`config.mk`:
```
export PLATFORM = sky130hd
export DESIGN_NAME = next_pc_unit_flat
export DESIGN_NICKNAME = d
export VERILOG_FILES = /design/src/rtl/next_pc_if.sv /design/src/rtl/next_pc_unit.sv /design/src/flat_wrapper.sv
export SDC_FILE = /design/constraint.sdc
export NUM_CORES = 1
export LEC_CHECK = 0
export ABC_AREA = 1
export BUFFER_PORTS_ARGS = -buffer_cell sky130_fd_sc_hd__buf_2
export CAP_MARGIN = 20
export CORE_ASPECT_RATIO = 0.8
export CORE_MARGIN = 1.5
export CORE_UTILIZATION = 55
export CTS_CLUSTER_SIZE = 14
export DETAILED_ROUTE_END_ITERATION = 8
export HOLD_SLACK_MARGIN = 0.02
export PLACE_DENSITY = 0.92
export SETUP_SLACK_MARGIN = 0.02
export SKIP_CTS_REPAIR_TIMING = 1
export SLEW_MARGIN = 20
export SYNTH_ARGS = -nofsm -noshare
export SYNTH_HDL_FRONTEND = slang
export SYNTH_SLANG_ARGS = --single-unit
```
`constraint.sdc`:
```
create_clock -name clk -period 4.69 [get_ports clk]
set_input_delay 0.2345 -clock clk [delete_from_list [all_inputs] [get_ports clk]]
set_output_delay 0.2345 -clock clk [all_outputs]
set_load 0.1 [all_outputs]
```
`src/rtl/next_pc_if.sv`:
```
// next_pc_if: request/redirect bundle between the pipeline control and the next-PC unit.
interface next_pc_if #(parameter int DATA_WIDTH = 32);
   logic                  stall;
   logic                  br_taken;
   logic [DATA_WIDTH-1:0] br_base;
   logic [DATA_WIDTH-1:0] br_offset;
   logic                  jump;
   logic [25:0]           jump_index;
   logic                  jr;
   logic [DATA_WIDTH-1:0] jr_target;
   logic [DATA_WIDTH-1:0] pc;
   logic [DATA_WIDTH-1:0] pc_plus4;
   logic                  flush;
   logic                  addr_exc;
   modport master (
      output stall, br_taken, br_base, br_offset, jump, jump_index, jr, jr_target,
      input  pc, pc_plus4, flush, addr_exc
   );
   modport slave (
      input  stall, br_taken, br_base, br_offset, jump, jump_index, jr, jr_target,
      output pc, pc_plus4, flush, addr_exc
   );
endinterface

```
`src/rtl/next_pc_unit.sv`:
```
// next_pc_unit: fetch PC register with prioritised branch/jump/jr redirects, stall-deferred
// pending target, misaligned-target exception vectoring and one-cycle flush pulse.
module next_pc_unit #(
   parameter int                    DATA_WIDTH = 32,
   parameter logic [DATA_WIDTH-1:0] RESET_PC   = 32'h0000_3000,
   parameter logic [DATA_WIDTH-1:0] EXC_VECTOR = 32'h0000_4180
) (
   input logic      clk,
   input logic      rst_n,
   next_pc_if.slave bus
);
   localparam logic [1:0] RUN   = 2'd0;
   localparam logic [1:0] PEND  = 2'd1;
   localparam logic [1:0] FLUSH = 2'd2;
   logic [1:0]            state, state_next;
   logic [DATA_WIDTH-1:0] pc_q, pend_q, br_tgt, jmp_tgt, req_tgt, sel_tgt, redir_tgt;
   logic                  flush_q, exc_q, req, pending, apply, misaligned;
   assign br_tgt     = bus.br_base + bus.br_offset;
   assign jmp_tgt    = {bus.br_base[DATA_WIDTH-1:28], bus.jump_index, 2'b00};
   assign req        = bus.jr | bus.jump | bus.br_taken;
   assign req_tgt    = bus.jr ? bus.jr_target : bus.jump ? jmp_tgt : br_tgt;
   assign pending    = state == PEND;
   // A live request always supersedes a stored one, whether stalled or not.
   assign sel_tgt    = req ? req_tgt : pend_q;
   assign apply      = !bus.stall && (req || pending);
   assign misaligned = sel_tgt[1:0] != 2'b00;
   assign redir_tgt  = misaligned ? EXC_VECTOR : sel_tgt;
   assign state_next = apply ? FLUSH : (bus.stall && (req || pending)) ? PEND : RUN;
   always_ff @(posedge clk or negedge rst_n) begin
      if (!rst_n) begin
         state   <= RUN;
         pc_q    <= RESET_PC;
         pend_q  <= '0;
         flush_q <= 1'b0;
         exc_q   <= 1'b0;
      end else begin
         state   <= state_next;
         pc_q    <= apply ? redir_tgt : bus.stall ? pc_q : pc_q + DATA_WIDTH'(4);
         pend_q  <= (bus.stall && req) ? req_tgt : pend_q;
         flush_q <= apply;
         exc_q   <= apply && misaligned;
      end
   end
   assign bus.pc       = pc_q;
   assign bus.pc_plus4 = pc_q + DATA_WIDTH'(4);
   assign bus.flush    = flush_q;
   assign bus.addr_exc = exc_q;
endmodule

```
`src/flat_wrapper.sv`:
```
// flat-port wrapper written by rule: the top's interface ports become plain ports
module next_pc_unit_flat 
#(
   parameter int                    DATA_WIDTH = 32,
   parameter logic [DATA_WIDTH-1:0] RESET_PC   = 32'h0000_3000,
   parameter logic [DATA_WIDTH-1:0] EXC_VECTOR = 32'h0000_4180
)
  (clk, rst_n, bus_stall, bus_br_taken, bus_br_base, bus_br_offset, bus_jump, bus_jump_index, bus_jr, bus_jr_target, bus_pc, bus_pc_plus4, bus_flush, bus_addr_exc);
  next_pc_if #(.DATA_WIDTH(DATA_WIDTH)) bus_i ();
  input logic clk;
  input logic rst_n;
  input wire logic [$bits(bus_i.stall)-1:0] bus_stall;
  input wire logic [$bits(bus_i.br_taken)-1:0] bus_br_taken;
  input wire logic [$bits(bus_i.br_base)-1:0] bus_br_base;
  input wire logic [$bits(bus_i.br_offset)-1:0] bus_br_offset;
  input wire logic [$bits(bus_i.jump)-1:0] bus_jump;
  input wire logic [$bits(bus_i.jump_index)-1:0] bus_jump_index;
  input wire logic [$bits(bus_i.jr)-1:0] bus_jr;
  input wire logic [$bits(bus_i.jr_target)-1:0] bus_jr_target;
  output wire logic [$bits(bus_i.pc)-1:0] bus_pc;
  output wire logic [$bits(bus_i.pc_plus4)-1:0] bus_pc_plus4;
  output wire logic [$bits(bus_i.flush)-1:0] bus_flush;
  output wire logic [$bits(bus_i.addr_exc)-1:0] bus_addr_exc;
  assign bus_i.stall = bus_stall;
  assign bus_i.br_taken = bus_br_taken;
  assign bus_i.br_base = bus_br_base;
  assign bus_i.br_offset = bus_br_offset;
  assign bus_i.jump = bus_jump;
  assign bus_i.jump_index = bus_jump_index;
  assign bus_i.jr = bus_jr;
  assign bus_i.jr_target = bus_jr_target;
  assign bus_pc = bus_i.pc;
  assign bus_pc_plus4 = bus_i.pc_plus4;
  assign bus_flush = bus_i.flush;
  assign bus_addr_exc = bus_i.addr_exc;
  next_pc_unit #(.DATA_WIDTH(DATA_WIDTH), .RESET_PC(RESET_PC), .EXC_VECTOR(EXC_VECTOR)) u_core (.clk(clk), .rst_n(rst_n), .bus(bus_i));
endmodule
```
==> run summary <==
Sequential cell area fraction in the yosys report = 24.6%
Initial Util = 56.2%
Sw Pwr = 1.30 mW
Io pins = 194
Yosys warnings = 0
Total gr overflow = 0
Pre-CTS setup slack = 1490 ps
Data arrival time of the worst path = 2750 ps
Share of the clock period used by the worst path = 63.7%
Pwr/cell area = 324 nW/µm²
Num CTS Buffers = 9
CTS Root Cell = clkbuf_16
Post-Synthesis Cells = 1160
Clock skew = 5.42 ps
Initial antenna violation count = 0
Die width = 128 µm
Ant. Diodes = 0
CTS tree = built
Fin crit period = 2990 ps
Seq pwr share = 27.3%
Layout Nets = 1494
Register area = 1680 µm²
Flops & latches, synth = 67
Req. time, crit path = 4460 ps
Vias in the first global route = 6979
H-tree lvl count = 3
Top post-synthesis cells by count = 397 x nand2_1, 157 x inv_1, 139 x nor2_1
DRT iter0 DRCs = 624
Placeable Area = 12200 µm²
Mapped Nets = 1321
Vias per cell = 5.27
Clock Power Share = 26.0%
Most frequent cell after synthesis = nand2_1
Crit path kind = flop to output pin
RSZ-0062 raised after global routing = false
Area Growth Syn to Fin = 19.7%
Number of flops mapped to enable cells by yosys = 0
Max Slew Vio Count = 0
Final WL = 21.1 mm
Die Footprint = 13100 µm²
Overall routing resource usage = 32.4%
Worst ir drop on vdd = 249 µV
F_max = 335 MHz
Global-route wire length before repair = 33.5 mm
Largest net degree at the start of global routing = 68
Vias after detailed routing = 7847
Max-Cap Viols = 0
Combinational cell fraction of total power = 46.7%
Slew HR = 37.4%
Ys flop type = dfrtp_1
Mapped Avg Cell Area = 5.89 µm²
Worst hold-check path type = input port to async pin
Lkg Pwr = 4.73 nW
DP HPWL = 16.9 mm
Startpoint Class = flop
Routability cong. = 0.963
Cell taking the most area after synthesis = dfrtp_1
Cell variety after synth = 47
Internal = 1.35 mW
Top post-synthesis cells by area = dfrtp_1 24%, nand2_1 22%, inv_1 8.6%, nor2_1 7.6%, a21oi_1 6.2%
FP Rows = 36
Fillers = 1164
Worst Tran Pin Value = 939 ps
Post-route ant nets = 0
CTS sink count = 67
Critical path capture point type = output pin
Worst-path fanout max = 4
CTS max path bufs = 2
Vert. Die Dim = 103 µm
Per-cell routed wire length = 14.1 µm
Multi-input logic area = 4380 µm²
Clk Latency, worst-skew pair = 340 ps
Port bufs = 193
Reg clk slew, reported paths = 60 ps
Status = completed
Fin Setup TNS = 0 ps
Sw Ratio = 49.0%
Final setup viols = 0
Endpoints failing hold = 0
Worst setup slack after layout = 1700 ps
Share of the synthesized area in the top cell type = 23.8%
Share of layout cells above drive strength 1 = 19.4%
DRC viols = 0
First-pass DRT Iterations = 5
Post-Syn Area = 6830 µm²
Share of synthesized registers carrying an async set or reset = 100%
==> power groups by stage <==
| stage | clock [mW] | sequential [mW] | combinational (mW) |
|---|---|---|---|
| floorplan | 0 | 0.949 | 0.726 |
| finish | 0.689 | 0.723 | 1.24 |
| CTS | 0.690 | 0.721 | 1.23 |
| global placement | 0 | 0.729 | 1.21 |
| global route | 0.720 | 0.731 | 1.34 |
| detailed placement | 0 | 0.730 | 1.23 |
==> logic make-up after synthesis <==
family / Yosys count / share of synthesized area, %
xor+xnor: 33 / 4.34
simple gates: 648 / 39.7
flops: 67 / 24.6
compound gates: 178 / 14.0
buf+inv: 201 / 11.3
fa+ha+maj: 33 / 6.15
==> routing by layer <==
metal	share of wire [%]	up-vias	track usage [%]
li1	-	3970	-
met1	45	3483	44.2
met2	45	357	55.0
met3	8.7	37	5.66
met4	1.5	0	6.48
met5	0	-	0
==> placed cells by master, fill, tap and decap left out, drive strengths merged, types with 4 or more instances in the layout <==
master / netlist / layout
nand2: 403 / 403
buf: 5 / 197
inv: 164 / 166
nor2: 144 / 144
a21oi: 86 / 86
o21ai: 76 / 76
dfrtp: 65 / 65
nand3: 60 / 60
ha: 32 / 32
xor2: 24 / 24
or2: 14 / 14
nor3: 12 / 12
xnor2: 9 / 9
clkbuf: 30 / 9
nand4: 6 / 6
a22oi: 4 / 4
and2: 4 / 4
clkinv: 2 / 4
==> flip-flops by register name, indices dropped and copies added (netlist names) <==
register,cells
u_core.bus.pc,32
u_core.bus.addr_exc,1
u_core.pend_q,32
u_core.state,1
u_core.bus.flush,1
==> layout make-up <==
| cell class | instances | area share [%] |
|---|---|---|
| clock buffers | 9 | 2.76 |
| clock inverters | 7 | 0.934 |
| inverters | 166 | 7.67 |
| multi-input cells | 892 | 53.6 |
| flip-flops and latches | 67 | 20.5 |
| well taps | 152 | 2.33 |
| repair buffers | 197 | 12.2 |
==> critical path, stage by stage, from the launching register on <==
cell and delay, ps:
dfrtp_1 370, ha_1 220, nand3_2 110, nor3_2 220, nand2_1 140, nor2_2 140, nand2_2 100, nor2_4 140
nand3_2 120, xor2_1 350, buf_2 500
==> metrics by stage <==
stage	hold WS (ps)	power (mW)	util [%]	std cells	area, µm²
after floorplan	-61.1	1.67	-	1160	6830
after global placement	467	1.94	64.7	1474	7870
after detailed placement	471	1.96	64.7	1474	7870
after CTS	112	2.64	67.2	1490	8170
after global routing	149	2.79	67.2	1490	8170
final	63.9	2.65	67.2	1490	8170
==> path summary, 6_finish.rpt <==
path	from	to	slack, ps	cells past startpoint
max	u_core.bus.pc[2]	bus_pc_plus4[24]	1700	10
min	rst_n	u_core.bus.pc[2]	60	2
max reg2reg	u_core.bus.pc[2]	u_core.bus.pc[24]	2400	11
min reg2reg	u_core.pend_q[2]	u_core.pend_q[2]	490	2
max in group asynchronous	rst_n	u_core.bus.pc[21]	4050	2
min in group clk	bus_jr_target[30]	u_core.pend_q[30]	210	3
(Power assumes the default switching activity.)
